===== config.mk =====
export PLATFORM = sky130hd
export DESIGN_NAME = sdram_test_seq
export DESIGN_NICKNAME = d
export VERILOG_FILES = /design/src/rtl/sdram_test_seq.sv
export SDC_FILE = /design/constraint.sdc
export NUM_CORES = 1
export LEC_CHECK = 0
export ABC_CLOCK_PERIOD_IN_PS = 12100
export BUFFER_PORTS_ARGS = -buffer_cell sky130_fd_sc_hd__buf_4
export CORE_UTILIZATION = 35
export DETAILED_ROUTE_END_ITERATION = 8
export PLACE_DENSITY = 0.55
export SYNTH_ARGS = -nofsm -noshare
export SYNTH_HDL_FRONTEND = slang
export SYNTH_SLANG_ARGS = --single-unit

===== constraint.sdc =====
create_clock -name clk -period 12.1 [get_ports clk]
set_clock_uncertainty 0.2 [all_clocks]
set_input_delay 1.21 -clock clk [delete_from_list [all_inputs] [get_ports clk]]
set_output_delay 1.21 -clock clk [all_outputs]
set_load 0.005 [all_outputs]

===== src/rtl/sdram_test_seq.sv =====
// Pattern-test sequencer for the SDRAM controller client port.
// Writes an address/pass-derived pattern, reads it back and checks each word.
module sdram_test_seq #(
    parameter int ADDR_WIDTH  = 24,
    parameter int DATA_WIDTH  = 16,
    parameter int NUM_WORDS   = 1024,
    parameter int WRITE_HOLD  = 4,
    parameter int TIMEOUT     = 1023,
    parameter int STOP_ON_ERR = 1
) (
    input  logic                  clk,
    input  logic                  reset,
    input  logic                  start,
    input  logic                  loop,
    output logic                  busy,
    output logic                  done,
    output logic                  timeout,
    output logic [15:0]           pass_cnt,
    output logic [15:0]           err_cnt,
    output logic [ADDR_WIDTH-1:0] first_err_addr,
    output logic [DATA_WIDTH-1:0] first_err_data,
    output logic                  sdram_req,
    input  logic                  sdram_ack,
    output logic [ADDR_WIDTH-1:0] sdram_addr,
    output logic                  sdram_rh_wl,
    output logic [DATA_WIDTH-1:0] sdram_data_w,
    input  logic [DATA_WIDTH-1:0] sdram_data_r,
    input  logic                  sdram_data_r_en
);

    localparam int CW = $clog2(TIMEOUT + WRITE_HOLD + 2);
    localparam logic [ADDR_WIDTH-1:0] LAST = ADDR_WIDTH'(NUM_WORDS - 1);
    localparam logic [CW-1:0] TO_LIM = CW'(TIMEOUT);
    localparam logic [CW-1:0] HOLD_LIM = CW'(WRITE_HOLD > 0 ? WRITE_HOLD - 1 : 0);

    typedef enum logic [2:0] {
        IDLE, WR_REQ, WR_HOLD, RD_REQ, RD_WAIT, PASS_END, DONE
    } state_t;

    state_t state, state_next;
    logic [CW-1:0] cnt, cnt_next;
    logic busy_next, done_next, timeout_next, req_next, rh_wl_next;
    logic [15:0] pass_next, err_next;
    logic [ADDR_WIDTH-1:0] addr_next, fea_next, addr_inc;
    logic [DATA_WIDTH-1:0] data_w_next, fed_next, expected;
    logic last, abort, counting;

    function automatic logic [DATA_WIDTH-1:0] pattern(
        input logic [ADDR_WIDTH-1:0] a,
        input logic [15:0]           p
    );
        logic [15:0] a16;
        a16 = 16'(a);
        return DATA_WIDTH'(a16 ^ {p[7:0], ~p[7:0]});
    endfunction

    always_comb begin
        state_next   = state;
        busy_next    = busy;
        done_next    = done;
        timeout_next = timeout;
        pass_next    = pass_cnt;
        err_next     = err_cnt;
        fea_next     = first_err_addr;
        fed_next     = first_err_data;
        addr_next    = sdram_addr;
        rh_wl_next   = sdram_rh_wl;
        data_w_next  = sdram_data_w;
        abort        = 1'b0;
        last         = (sdram_addr == LAST);
        addr_inc     = sdram_addr + ADDR_WIDTH'(1);
        expected     = pattern(sdram_addr, pass_cnt);

        unique case (state)
            IDLE, DONE: begin
                if (start) begin
                    pass_next    = '0;
                    err_next     = '0;
                    timeout_next = 1'b0;
                    fea_next     = '0;
                    fed_next     = '0;
                    addr_next    = '0;
                    rh_wl_next   = 1'b0;
                    data_w_next  = pattern('0, '0);
                    busy_next    = 1'b1;
                    done_next    = 1'b0;
                    state_next   = WR_REQ;
                end
            end
            WR_REQ: begin
                if (sdram_ack) state_next = WR_HOLD;
                else if (cnt == TO_LIM) abort = 1'b1;
            end
            WR_HOLD: begin
                if (cnt >= HOLD_LIM) begin
                    if (last) begin
                        addr_next  = '0;
                        rh_wl_next = 1'b1;
                        state_next = RD_REQ;
                    end else begin
                        addr_next   = addr_inc;
                        data_w_next = pattern(addr_inc, pass_cnt);
                        state_next  = WR_REQ;
                    end
                end
            end
            RD_REQ: begin
                if (sdram_ack) state_next = RD_WAIT;
                else if (cnt == TO_LIM) abort = 1'b1;
            end
            RD_WAIT: begin
                if (sdram_data_r_en) begin
                    if (sdram_data_r != expected) begin
                        if (err_cnt != 16'hFFFF) err_next = err_cnt + 16'd1;
                        if (err_cnt == 16'd0) begin
                            fea_next = sdram_addr;
                            fed_next = sdram_data_r;
                        end
                    end
                    if (last) begin
                        state_next = PASS_END;
                    end else begin
                        addr_next  = addr_inc;
                        state_next = RD_REQ;
                    end
                end else if (cnt == TO_LIM) begin
                    abort = 1'b1;
                end
            end
            PASS_END: begin
                pass_next = pass_cnt + 16'd1;
                if ((STOP_ON_ERR != 0 && err_cnt != 16'd0) || !loop) begin
                    busy_next  = 1'b0;
                    done_next  = 1'b1;
                    state_next = DONE;
                end else begin
                    addr_next   = '0;
                    rh_wl_next  = 1'b0;
                    data_w_next = pattern('0, pass_cnt + 16'd1);
                    state_next  = WR_REQ;
                end
            end
            default: state_next = IDLE;
        endcase

        if (abort) begin
            timeout_next = 1'b1;
            busy_next    = 1'b0;
            done_next    = 1'b1;
            state_next   = DONE;
        end

        // one watchdog/hold counter, restarted on every state entry
        counting = (state == WR_REQ) || (state == WR_HOLD) ||
                   (state == RD_REQ) || (state == RD_WAIT);
        if (counting && state_next == state) cnt_next = cnt + CW'(1);
        else cnt_next = '0;

        // req trails the request state by a cycle, but drops at once on abort
        req_next = ((state == WR_REQ) || (state == RD_REQ)) &&
                   (state_next != DONE);
    end

    always_ff @(posedge clk or posedge reset) begin
        if (reset) begin
            state          <= IDLE;
            cnt            <= '0;
            busy           <= 1'b0;
            done           <= 1'b0;
            timeout        <= 1'b0;
            pass_cnt       <= '0;
            err_cnt        <= '0;
            first_err_addr <= '0;
            first_err_data <= '0;
            sdram_req      <= 1'b0;
            sdram_addr     <= '0;
            sdram_rh_wl    <= 1'b0;
            sdram_data_w   <= '0;
        end else begin
            state          <= state_next;
            cnt            <= cnt_next;
            busy           <= busy_next;
            done           <= done_next;
            timeout        <= timeout_next;
            pass_cnt       <= pass_next;
            err_cnt        <= err_next;
            first_err_addr <= fea_next;
            first_err_data <= fed_next;
            sdram_req      <= req_next;
            sdram_addr     <= addr_next;
            sdram_rh_wl    <= rh_wl_next;
            sdram_data_w   <= data_w_next;
        end
    end

endmodule


==> out/results.tsv, run 1 <==
metric	value	unit
Final Power	1.584	mW
register area share after synthesis	46.72	%
Ports	139	
die height	143.6	um
Post-Syn Area	7017	um2
CP Max Fanout	28	
Slew HR	26.56	%
min-delay src	timeout	
combinational share of power	31.1	%
total grt overflow	0	
Arrival @ worst endpoint	3.93	ns
Pwr Density	180.0	nW/um2
period utilization	31.87	%
cts hold-fix bufs	0	
R2R Setup Slk	8.24	ns
Area growth, synth to finish	25.39	%
first-pass GRT wire length	32400	um
dpl ws	8.058	ns
minimum clock period	3.856	ns
R2R Path Start	sdram_addr[0]	
Final Hold Vio Count	0	
TNS Setup	0	ns
switching power	0.5855	mW
Setup WS post-layout	8.244	ns
Initial Util	35.93	%
Hold WC Path Type	reg2reg	
Layout fillers	1934	
Clock Latency Late Sink	0.43	ns
max-cap violation count	0	
Flop pwr share	35.9	%
Die W	143.6	um
via count	6046	
H-tree lvl count	4	
Mapped Cells	739	
syn avg cell area	9.495	um2
synth warn	0	
Int Power	0.9980	mW
max frequency	0.2593	GHz
# Post-CTS Setup Buffers	0	
non-filler cells, final	1125	
DPL Wire Length	14530	um
register bit total from synthesis	131	
Crit. End Element	flip-flop	
nets@finish	874	
EDFF count, synth	0	
worst path required time	12.17	ns
Multi-input gate area	3458	um2
placement row count	51	
commonest non-fill, non-tap cell in the layout	buf_4	
worst-path cell chain	ha_1 > nand3_1 > nor3_1 > nand4_1 > a21bo_2 > nand2_2 > or2_1 > o21ai_0	
final setup violation count	0	
vias in the first global route	5706	
post-synth cell types	56	
Num Clock Sinks	131	
worst vdd ir	0.0001231	V
CORE AREA	19530	um2
FF-to-FF path depth	8	
Leak Pwr	4.011	nW
first-pass iteration count of the detailed router	5	
Inserted Clock Buffers	17	
ANT cells	0	
initial antenna violation count	0	
WHS Endpoint	timeout	
# resized after CTS	0	
Buf/Inv on CP	0	
# DRC	0	
Reg clk slew, reported paths	0.06	ns
Main synth FF type	dfrtp_1	
RR Endpoint	sdram_addr[2]	
Sw Ratio	36.98	%
CTS tree	yes	
worst hold path depth	1	
dpl cells	1093	
Max Slew Vio Count	0	
die area	20620	um2
Slew @ Worst Pin	1.102	ns
crit-path leading delay family	simple AND/OR/NAND/NOR gates	
Storage cell area	3278	um2
Final GP Congestion	0.8371	
root cell of the clock tree	clkbuf_16	
Post-DRT Antenna Nets	0	
drt initial violations	410	
Slowest-stage cell, CP	or2_1	
status	completed	
port bufs	138	
fin area	8798	um2
Worst path max stage delay	0.69	ns
wire per inst	18.31	um
startpoint class of the critical path	flip-flop	
share of cells above drive strength 1	23.02	%
post-synthesis async set-or-reset flop share	100.0	%
largest net degree at the start of global routing	72	
Total Routing Usage GR	20.63	%
Net Count, Synth	766	
vias per cell	5.374	
Clk network pwr share	33.0	%
final wirelength	20600	um
WS Path Type	reg2reg	
most frequent cells in the layout	buf_4, dfrtp_1, nor2_1	
RSZ-0062 raised after global routing	no	
post-place instance area	8199	um2
Clock Path Buffers	2	
crit path launch	sdram_addr[0]	
worst register-to-register path, stage by stage (launching register included):
cell,delay (ns)
dfrtp_1,0.54
ha_1,0.32
nand3_1,0.28
nor3_1,0.40
nand4_1,0.34
a21bo_2,0.34
nand2_2,0.37
or2_1,0.70
o21ai_0,0.21
worst max-delay path by stage:
stage                                    end  slack (ns)  cells past startpoint
final                          sdram_addr[2]        8.24                      8
after global routing           sdram_addr[2]        7.93                      8
after CTS                      sdram_addr[2]        8.25                      8
after detailed placement   first_err_addr[9]        8.06                      8
after global placement    first_err_data[11]        8.04                      8
after floorplan                         busy        7.19                      1
cell usage after synthesis, types with 3 or more instances:
cell type,count,area [um2]
nand2b_1,6,37.54
nor3b_1,5,37.54
nor2b_1,5,31.28
a22o_1,41,359.1
o22ai_1,5,31.28
o211ai_1,4,30.03
clkbuf_1,40,150.1
and3_1,10,62.56
nor4_1,9,56.30
mux2i_1,5,50.05
a31oi_1,10,62.56
and2_1,6,37.54
dfrtp_1,131,3278
and4_1,3,26.28
nand2_1,64,240.2
xor2_1,31,271.5
o31ai_1,17,127.6
buf_2,8,40.04
o21ai_0,43,215.2
nand4_1,16,100.1
or3_1,10,62.56
o41ai_1,7,61.31
a22oi_1,3,22.52
nor2_1,67,251.5
or4_1,5,37.54
xnor2_1,43,376.6
a21o_1,6,45.04
inv_1,14,52.55
buf_6,4,45.04
ha_1,5,62.56
nand3_1,34,170.2
nor3_1,20,100.1
a21oi_1,22,110.1
mux2_2,12,135.1
cell type report:
cell class	instances	area share, %
Multi-Input combinational cell	540	39.31
Sequential cell	131	37.26
Timing Repair Buffer	143	12.20
Clock buffer	17	4.835
Tap cell	265	3.768
Clock inverter	15	1.977
Inverter	14	0.6542
power by group through the flow:
stage / logic [mW] / registers (mW) / clock network [mW]
floorplan: 0.362 / 0.537 / 0
global placement: 0.498 / 0.573 / 0
detailed placement: 0.497 / 0.573 / 0
CTS: 0.499 / 0.566 / 0.533
global route: 0.548 / 0.578 / 0.551
finish: 0.492 / 0.568 / 0.523
routing by layer:
layer / vias up / global-route usage [%] / routed length (um)
met5: - / 0 / 0
li1: 2898 / - / -
met4: 0 / 5.711 / 261
met3: 21 / 4.399 / 1150
met1: 2947 / 29.53 / 9918
met2: 180 / 31.25 / 9273
stage by stage:
step	hold slack [ns]	util (%)
after floorplan	0.2667	-
after global placement	0.2703	41.99
after detailed placement	0.2716	41.99
after CTS	0.2878	45.06
after global routing	0.3006	45.06
final	0.2795	45.06
cell families (layout without fill, tap and decap cells):
group	count (synthesis)	in the layout	synth area share, %
AOI/OAI and AO/OA	172	172	16.90
xor gates and xnor gates	74	74	9.237
adders and majority gates	5	5	0.8916
buffers and inverters	68	189	4.208
DFF	131	131	46.72
muxes	17	17	2.639
and+or+nand+nor	272	272	19.40
registers in the layout, summed over array words and instances, names as in the netlist, 3 cells and up:
register / flops
sdram_data_w: 16
err_cnt: 16
sdram_addr: 24
first_err_data: 16
pass_cnt: 16
cnt: 11
state: 3
first_err_addr: 24
(Power assumes the default switching activity.)
==> run 2, diff against run 1 <==
--- a/config.mk
+++ b/config.mk
@@ -5,7 +5,7 @@
 export SDC_FILE = /design/constraint.sdc
 export NUM_CORES = 1
 export LEC_CHECK = 0
-export ABC_CLOCK_PERIOD_IN_PS = 12100
+export ABC_CLOCK_PERIOD_IN_PS = 3600
 export BUFFER_PORTS_ARGS = -buffer_cell sky130_fd_sc_hd__buf_4
 export CORE_UTILIZATION = 35
 export DETAILED_ROUTE_END_ITERATION = 8
==> constraint.sdc (replaced) <==
create_clock -name clk -period 3.6 [get_ports clk]
set_clock_uncertainty 0.2 [all_clocks]
set_input_delay 0.36 -clock clk [delete_from_list [all_inputs] [get_ports clk]]
set_output_delay 0.36 -clock clk [all_outputs]
set_load 0.005 [all_outputs]
==> out/results.tsv, run 2 (synthesis gave the netlist of run 1 again) <==
metric	value	unit
minimum clock period	3.191	ns
# DRC	0	
CORE AREA	19530	um2
worst vdd ir	0.0004574	V
Leak Pwr	4.225	nW
most frequent cells in the layout	buf_4, dfrtp_1, nor2_1	
vias in the first global route	6014	
max-cap violation count	0	
Post-DRT Antenna Nets	0	
non-filler cells, final	1168	
total grt overflow	0	
Final GP Congestion	0.8986	
wire per inst	18.12	um
Clock Latency Late Sink	0.42	ns
R2R Setup Slk	0.41	ns
Arrival @ worst endpoint	3.29	ns
first-pass GRT wire length	33540	um
Max Slew Vio Count	0	
CTS tree	yes	
dpl cells	1120	
Die W	143.6	um
Hold WC Path Type	in2reg	
Ports	139	
Worst path max stage delay	0.51	ns
crit-path leading delay family	simple AND/OR/NAND/NOR gates	
Clock Path Buffers	2	
die height	143.6	um
port bufs	138	
placement row count	51	
share of cells above drive strength 1	24.92	%
min-delay src	sdram_data_r[14]	
root cell of the clock tree	clkbuf_16	
via count	6212	
status	completed	
TNS Setup	0	ns
drt initial violations	462	
CP Max Fanout	40	
RSZ-0062 raised after global routing	no	
period utilization	88.65	%
die area	20620	um2
# Post-CTS Setup Buffers	0	
Slew HR	23.60	%
Crit. End Element	flip-flop	
max frequency	0.3133	GHz
Final Hold Vio Count	0	
first-pass iteration count of the detailed router	5	
largest net degree at the start of global routing	60	
initial antenna violation count	0	
Regs by FF count	first_err_addr (24), sdram_addr (24)	
DRT met1 WL	10260	um
commonest non-fill, non-tap cell in the layout	buf_4	
met3 wire len	1175	um
Total Routing Usage GR	21.32	%
WL met2	9442	um
startpoint class of the critical path	flip-flop	
Slew @ Worst Pin	1.146	ns
Pwr Density	597.1	nW/um2
ANT cells	0	
H-tree lvl count	4	
worst-path cell chain	inv_1 > ha_1 > or4b_1 > or4_1 > nor3_2 > a31oi_1 > or3_1 > buf_4 > a22o_1	
vias per cell	5.318	
crit path launch	err_cnt[0]	
worst path required time	3.70	ns
final wirelength	21160	um
Num Clock Sinks	131	
R2R Path Start	err_cnt[0]	
Reg clk slew, reported paths	0.06	ns
Slowest-stage cell, CP	or4_1	
uppermost routed layer	met4	
WS Path Type	reg2reg	
final setup violation count	0	
Initial Util	35.93	%
nets@finish	917	
Area growth, synth to finish	31.17	%
Buf/Inv on CP	2	
post-layout util	47.14	%
DPL Wire Length	14990	um
Inserted Clock Buffers	17	
[run 2: cell type report]
cell class                      instances  area [um2]
Multi-Input combinational cell        540        3458
Timing Repair Buffer                  186        1474
Tap cell                              265       331.6
Fill cell                            1890       10320
Sequential cell                       131        3278
Inverter                               14       56.30
Clock inverter                         11       125.1
Clock buffer                           21       480.5
[run 2: power breakdown]
| group | internal [mW] | switching (mW) |
|---|---|---|
| Clock | 1.09 | 0.666 |
| Combinational | 0.795 | 1.08 |
| Sequential | 1.65 | 0.205 |
[run 2: per-stage QoR]
stage	worst slack, ns	area, um2	total power, mW	hold WS, ns
after floorplan	0.6363	7020	3.024	0.2667
after global placement	0.4675	8438	3.728	0.2390
after detailed placement	0.4148	8438	3.736	0.2464
after CTS	0.4039	9204	5.537	0.003656
after global routing	0.2200	9204	5.848	0.008838
final	0.4086	9204	5.495	0.01512
[run 2: timing repair]
item	4_1_cts	5_1_grt
resized for setup	0	0
hold buffers	16	0
endpoints found under the hold margin	34	0
[run 2: layer usage]
| metal | GRT usage, % | vias to the layer above |
|---|---|---|
| li1 | - | 2977 |
| met1 | 29.89 | 3034 |
| met2 | 32.96 | 183 |
| met3 | 4.432 | 18 |
| met4 | 6.271 | 0 |
| met5 | 0 | - |
[run 2: final timing paths]
| kind | end | cells after the start |
|---|---|---|
| worst max-delay path | first_err_data[2] | 9 |
| worst min-delay path | first_err_data[14] | 2 |
| worst max register to register | first_err_data[2] | 9 |
| worst min register to register | busy | 2 |
| max in group asynchronous | pass_cnt[8] | 4 |
| min in group asynchronous | err_cnt[11] | 3 |
